### src/rtl/stream_checker_pkg.sv
// stream_checker_pkg: shared types and helpers for the stream checker.
//   state_t   - run-control states (IDLE, RUN, DONE)
//   EXT_W     - width that samples are extended to before subtraction
//   abs_diff  - |a-b| of two pre-extended operands
package stream_checker_pkg;

  typedef enum logic [1:0] {
    IDLE = 2'd0,
    RUN  = 2'd1,
    DONE = 2'd2
  } state_t;

  // Samples up to 64 bits are sign/zero-extended to EXT_W before subtracting.
  // One guard bit above WIDTH is enough to hold the signed difference
  // without overflow, so the wide result equals the WIDTH+1-bit difference.
  // Synthesis trims the unused upper bits.
  localparam int EXT_W = 65;

  function automatic logic [EXT_W-1:0] abs_diff(input logic [EXT_W-1:0] a,
                                                input logic [EXT_W-1:0] b);
    logic [EXT_W-1:0] d;
    d = a - b;
    return d[EXT_W-1] ? (~d + 1'b1) : d;
  endfunction

endpackage

### src/rtl/stream_checker_channel.sv
// checker_channel: compare one channel of one sample and keep its score.
//   clk, rst_n - clock, async active-low reset
//   clear      - start of a new run, zeroes flag and counter
//   accept     - a sample is being taken this cycle
//   en         - mask bit for this channel
//   act, exp_v - actual and expected sample
//   hit        - combinational mismatch of the current inputs (masked)
//   mis        - registered mismatch of the last accepted sample
//   cnt        - saturating error counter
module checker_channel
  import stream_checker_pkg::*;
#(
  parameter int          WIDTH       = 16,
  parameter int unsigned TOL         = 0,
  parameter bit          SIGNED_DATA = 1'b0,
  parameter int          CNT_WIDTH   = 16
) (
  input  logic                 clk,
  input  logic                 rst_n,
  input  logic                 clear,
  input  logic                 accept,
  input  logic                 en,
  input  logic [WIDTH-1:0]     act,
  input  logic [WIDTH-1:0]     exp_v,
  output logic                 hit,
  output logic                 mis,
  output logic [CNT_WIDTH-1:0] cnt
);

  logic [EXT_W-1:0] act_x, exp_x;

  generate
    if (SIGNED_DATA) begin : g_sext
      assign act_x = {{(EXT_W-WIDTH){act[WIDTH-1]}}, act};
      assign exp_x = {{(EXT_W-WIDTH){exp_v[WIDTH-1]}}, exp_v};
    end else begin : g_zext
      assign act_x = {{(EXT_W-WIDTH){1'b0}}, act};
      assign exp_x = {{(EXT_W-WIDTH){1'b0}}, exp_v};
    end
  endgenerate

  assign hit = en && (abs_diff(act_x, exp_x) > EXT_W'(TOL));

  always_ff @(posedge clk or negedge rst_n) begin
    if (!rst_n) begin
      mis <= 1'b0;
      cnt <= '0;
    end else if (clear) begin
      mis <= 1'b0;
      cnt <= '0;
    end else if (accept) begin
      mis <= hit;
      // hold at all-ones instead of wrapping
      if (hit && cnt != {CNT_WIDTH{1'b1}}) cnt <= cnt + 1'b1;
    end
  end

endmodule

### config.mk
export PLATFORM = sky130hd
export DESIGN_NAME = checker_channel
export DESIGN_NICKNAME = d
export VERILOG_FILES = /design/src/rtl/stream_checker_pkg.sv /design/src/rtl/stream_checker_channel.sv
export SDC_FILE = /design/constraint.sdc
export NUM_CORES = 1
export LEC_CHECK = 0
export BUFFER_PORTS_ARGS = -buffer_cell sky130_fd_sc_hd__buf_2
export CELL_PAD_IN_SITES_DETAIL_PLACEMENT = 1
export CELL_PAD_IN_SITES_GLOBAL_PLACEMENT = 2
export CORE_MARGIN = 1
export CORE_UTILIZATION = 34
export DETAILED_ROUTE_END_ITERATION = 8
export PLACE_DENSITY = 0.86
export SLEW_MARGIN = 25
export SYNTH_ARGS = -nofsm -noshare
export SYNTH_HDL_FRONTEND = slang
export SYNTH_SLANG_ARGS = --single-unit
### constraint.sdc
create_clock -name clk -period 8.4 [get_ports clk]
set_clock_uncertainty 0.1 [all_clocks]
set_input_delay 1.26 -clock clk [delete_from_list [all_inputs] [get_ports clk]]
set_output_delay 1.26 -clock clk [all_outputs]
set_load 0.01 [all_outputs]
==> results_tabular.tex <==
\begin{tabular}{lr}
\hline
Metric & Value \\
\hline
\multicolumn{2}{l}{\textbf{Clock network}} \\
\quad Root buffer cell & sky130\_fd\_sc\_hd\_\_clkbuf\_8 \\
\quad Worst skew pair latency & 0.25 ns \\
\quad Post-cts gate resize count & 0 \\
\quad Number of H-tree levels & 1 \\
\quad Buffer count from post-CTS setup fixing & 0 \\
\quad CTS Buf Count & 3 \\
\quad Clock buffer depth & 2 \\
\quad Sink Count & 17 \\
\quad Clock tree from TritonCTS & built \\
\quad Clock slew at the register clock pins of the worst setup and hold paths & 0.07 ns \\
\quad Post-CTS Hold Fix Bufs & 0 \\
\multicolumn{2}{l}{\textbf{Yosys}} \\
\quad Per-instance average area after synthesis & 7.547 sq um \\
\quad Number of distinct library cells after synthesis & 68 \\
\quad Post-synth top area cell & sky130\_fd\_sc\_hd\_\_dfrtp\_1 \\
\quad Post-synth top cells & 31 x sky130\_fd\_sc\_hd\_\_nor2\_1, 26 x sky130\_fd\_sc\_hd\_\_inv\_1, 23 x sky130\_fd\_sc\_hd\_\_a21oi\_1 \\
\quad Top-area cell type share of the netlist area & 16.43\% \\
\quad Most area-consuming cells after synthesis & sky130\_fd\_sc\_hd\_\_dfrtp\_1 16\%, sky130\_fd\_sc\_hd\_\_ha\_1 8.2\%, sky130\_fd\_sc\_hd\_\_mux2\_1 5.2\%, sky130\_fd\_sc\_hd\_\_nor2\_1 4.5\%, sky130\_fd\_sc\_hd\_\_a21oi\_1 4.4\% \\
\quad Post-synthesis cell count & 343 \\
\quad Post-synth EDFFs & 0 \\
\quad Cell with the most instances after synthesis & sky130\_fd\_sc\_hd\_\_nor2\_1 \\
\quad Synth Warn \# & 0 \\
\quad Share of synthesized area occupied by flip-flops and latches & 16.43\% \\
\quad Asr flop ratio synth & 100.0\% \\
\quad Register bit count reported by yosys & 17 \\
\quad Net count of the mapped netlist & 398 \\
\quad Netlist area before placement & 0.002589 sq mm \\
\quad Most used flip-flop cell after synthesis & sky130\_fd\_sc\_hd\_\_dfrtp\_1 \\
\multicolumn{2}{l}{\textbf{Min path}} \\
\quad HP Class & register to register \\
\multicolumn{2}{l}{\textbf{STA}} \\
\quad RSZ-0062 raised after global routing & false \\
\quad Timing-limited maximum frequency & 0.1691 GHz \\
\quad Final min period & 5.913 ns \\
\quad Final Hold Fails & 0 \\
\quad Number of setup violations in the final report & 0 \\
\quad PnR worst setup slack & 2.487 ns \\
\quad Final slew viol count & 0 \\
\quad Crit share post-route & 70.40\% \\
\quad Setup total negative slack & 0 ns \\
\quad Slew headroom & 35.30\% \\
\quad Slew of the pin with the lowest slew margin & 0.9662 ns \\
\multicolumn{2}{l}{\textbf{Worst setup path}} \\
\quad Cell type of the slowest stage on the worst timing path & sky130\_fd\_sc\_hd\_\_fa\_1 \\
\quad Worst reg2reg setup slack & 5.46 ns \\
\quad Required arrival time at the worst endpoint & 7.04 ns \\
\quad Kind of start point of the critical path & primary input \\
\quad Type of the worst setup path & primary input to output pin \\
\quad CP arrival & 4.55 ns \\
\quad Most used cell along the critical path & sky130\_fd\_sc\_hd\_\_buf\_2 \\
\quad CP cell instances & buf\_2 -> inv\_1 -> ha\_1 -> fa\_1 -> nand2b\_1 -> a21oi\_1 -> o21ai\_0 -> a22oi\_4 -> nand3\_1 -> a211o\_1 -> a22oi\_1 -> nand4\_1 -> nor4b\_4 -> buf\_4 -> nor2b\_1 -> buf\_2 \\
\quad Peak per-stage delay on the critical path & 0.41 ns \\
\quad Critical path capture point type & output pin \\
\quad Largest fanout on the critical path & 20 \\
\multicolumn{2}{l}{\textbf{Route}} \\
\quad Number of detailed-route iterations in the first pass & 4 \\
\quad Per-cell via count in the routed design & 5.663 \\
\quad Number of DRC markers after the initial detailed-route iteration & 144 \\
\quad DRC violation count after routing & 0 \\
\quad Total length of routed wires & 7.352 mm \\
\quad DR vias & 2758 \\
\quad Highest routing layer actually used & met4 \\
\quad Routed met3 length & 202 microns \\
\quad Routed length on met2 & 3.520 mm \\
\quad Number of nets still failing antenna checks after routing & 0 \\
\quad WL/cell & 15.10 microns \\
\quad Wire length on met1 & 3.572 mm \\
\multicolumn{2}{l}{\textbf{Global route}} \\
\quad Total global routing overflow & 0 \\
\quad Number of antenna violations at the first check in global routing & 0 \\
\quad Vias in the first global route & 2680 \\
\quad Overall routing resource usage & 19.23\% \\
\quad Global-route wire length before repair & 12.36 mm \\
\quad Pin count of the biggest net entering global routing & 31 \\
\multicolumn{2}{l}{\textbf{Run status}} \\
\quad Result of the run & completed \\
\multicolumn{2}{l}{\textbf{Place}} \\
\quad Detailed Place HPWL & 5.913 mm \\
\quad Placer's final routability congestion estimate & 0.8520 \\
\quad Placement-stage worst setup slack & 2.480 ns \\
\quad Port buffer count & 54 \\
\multicolumn{2}{l}{\textbf{Cells and area}} \\
\quad Area added between synthesis and finish & 14.31\% \\
\quad Number of diodes & 0 \\
\quad Total number of nets in the final design & 444 \\
\quad Utilization after layout & 40.58\% \\
\quad Layout cell share with drive strength beyond 1 & 18.04\% \\
\multicolumn{2}{l}{\textbf{Floorplanning}} \\
\quad Placeable core area & 0.007292 sq mm \\
\quad IO Pins & 55 \\
\quad Die span in x & 89.26 microns \\
\quad Die Y-Extent & 89.26 microns \\
\quad Die outline area & 0.007966 sq mm \\
\quad Row count & 31 \\
\quad Initial core utilization & 35.50\% \\
\multicolumn{2}{l}{\textbf{Job}} \\
\quad Number of maximum-capacitance constraint violations & 0 \\
\multicolumn{2}{l}{\textbf{Pwr}} \\
\quad Static leakage & 1.422 nW \\
\quad Worst voltage drop across the vdd grid & 0.03696 mV \\
\quad Power density normalized to cell area & 104.6 mW/mm\^{}2 \\
\hline
\end{tabular}
## flip-flops by register name (all words and copies together) (netlist names)
name / count
mis: 1
cnt: 16
## worst paths after layout
| kind | to | cells after the start | from |
|---|---|---|---|
| max | hit | 16 | act[0] |
| min reg2reg | mis | 2 | mis |
| max in group asynchronous | cnt[6] | 1 | rst_n |
| max reg2reg | cnt[0] | 8 | cnt[2] |
| min in group asynchronous | cnt[9] | 1 | rst_n |
| min | mis | 2 | mis |
## worst max-delay path: cells and delay by family
family                     cells  cell delay [ns]
buffers and inverters          4             0.51
and+or+nand+nor                5             0.81
adders and majority gates      2             0.62
AOI/OAI and AO/OA              5             1.35
## through the flow
stage          instance area [sq um]  std cells  total power, mW  hold WS [ns]
2_1_floorplan                   2589        343           0.2037        0.4507
3_3_place_gp                    2914        483           0.2428        0.4068
3_5_place_dp                    2914        483           0.2455        0.4236
4_1_cts                         2959        487           0.3109        0.4399
5_1_grt                         2959        487           0.3343        0.4730
6_report                        2959        487           0.3095        0.4260
## cells in the final DEF, fill, tap and decap left out, drive strengths merged, types with 16 or more instances in the layout
cell type and n:
buf 55, inv 26, ha 17, nor2 31
nand2 18, dfrtp 17, o21ai 17, a21oi 23
nand3 16
## layer usage
metal,track usage [%],vias to the layer above
met3,1.108,6
met4,2.597,0
li1,-,1364
met1,26.54,1343
met5,0,-
met2,33.80,45
## power breakdown
part	leakage [nW]	internal (mW)	total, mW	switching (mW)
registers	0.236	0.0826	0.0843	0.00170
clock network	0.0228	0.0337	0.0644	0.0306
logic	1.16	0.0618	0.161	0.0990
total	1.42	0.178	0.310	0.131
## layout make-up
cell class / instances / area [sq um]
inverter: 26 / 97.59
tap: 99 / 123.9
multi-input combinational: 286 / 1989
timing repair buffer: 55 / 277.8
clock buffer: 4 / 45.04
sequential: 17 / 425.4
fill: 947 / 4333
## logic make-up (layout without fill, tap and decap cells)
logic type | count (synthesis) | count (layout) | synth area share (%)
buffers and inverters | 40 | 85 | 6.718
AOI/OAI and AO/OA | 102 | 102 | 28.37
muxes | 13 | 13 | 5.607
xor gates and xnor gates | 8 | 8 | 2.707
DFF | 17 | 17 | 16.43
adders and majority gates | 18 | 18 | 8.990
and+or+nand+nor | 145 | 145 | 31.17
(Power assumes the default switching activity.)
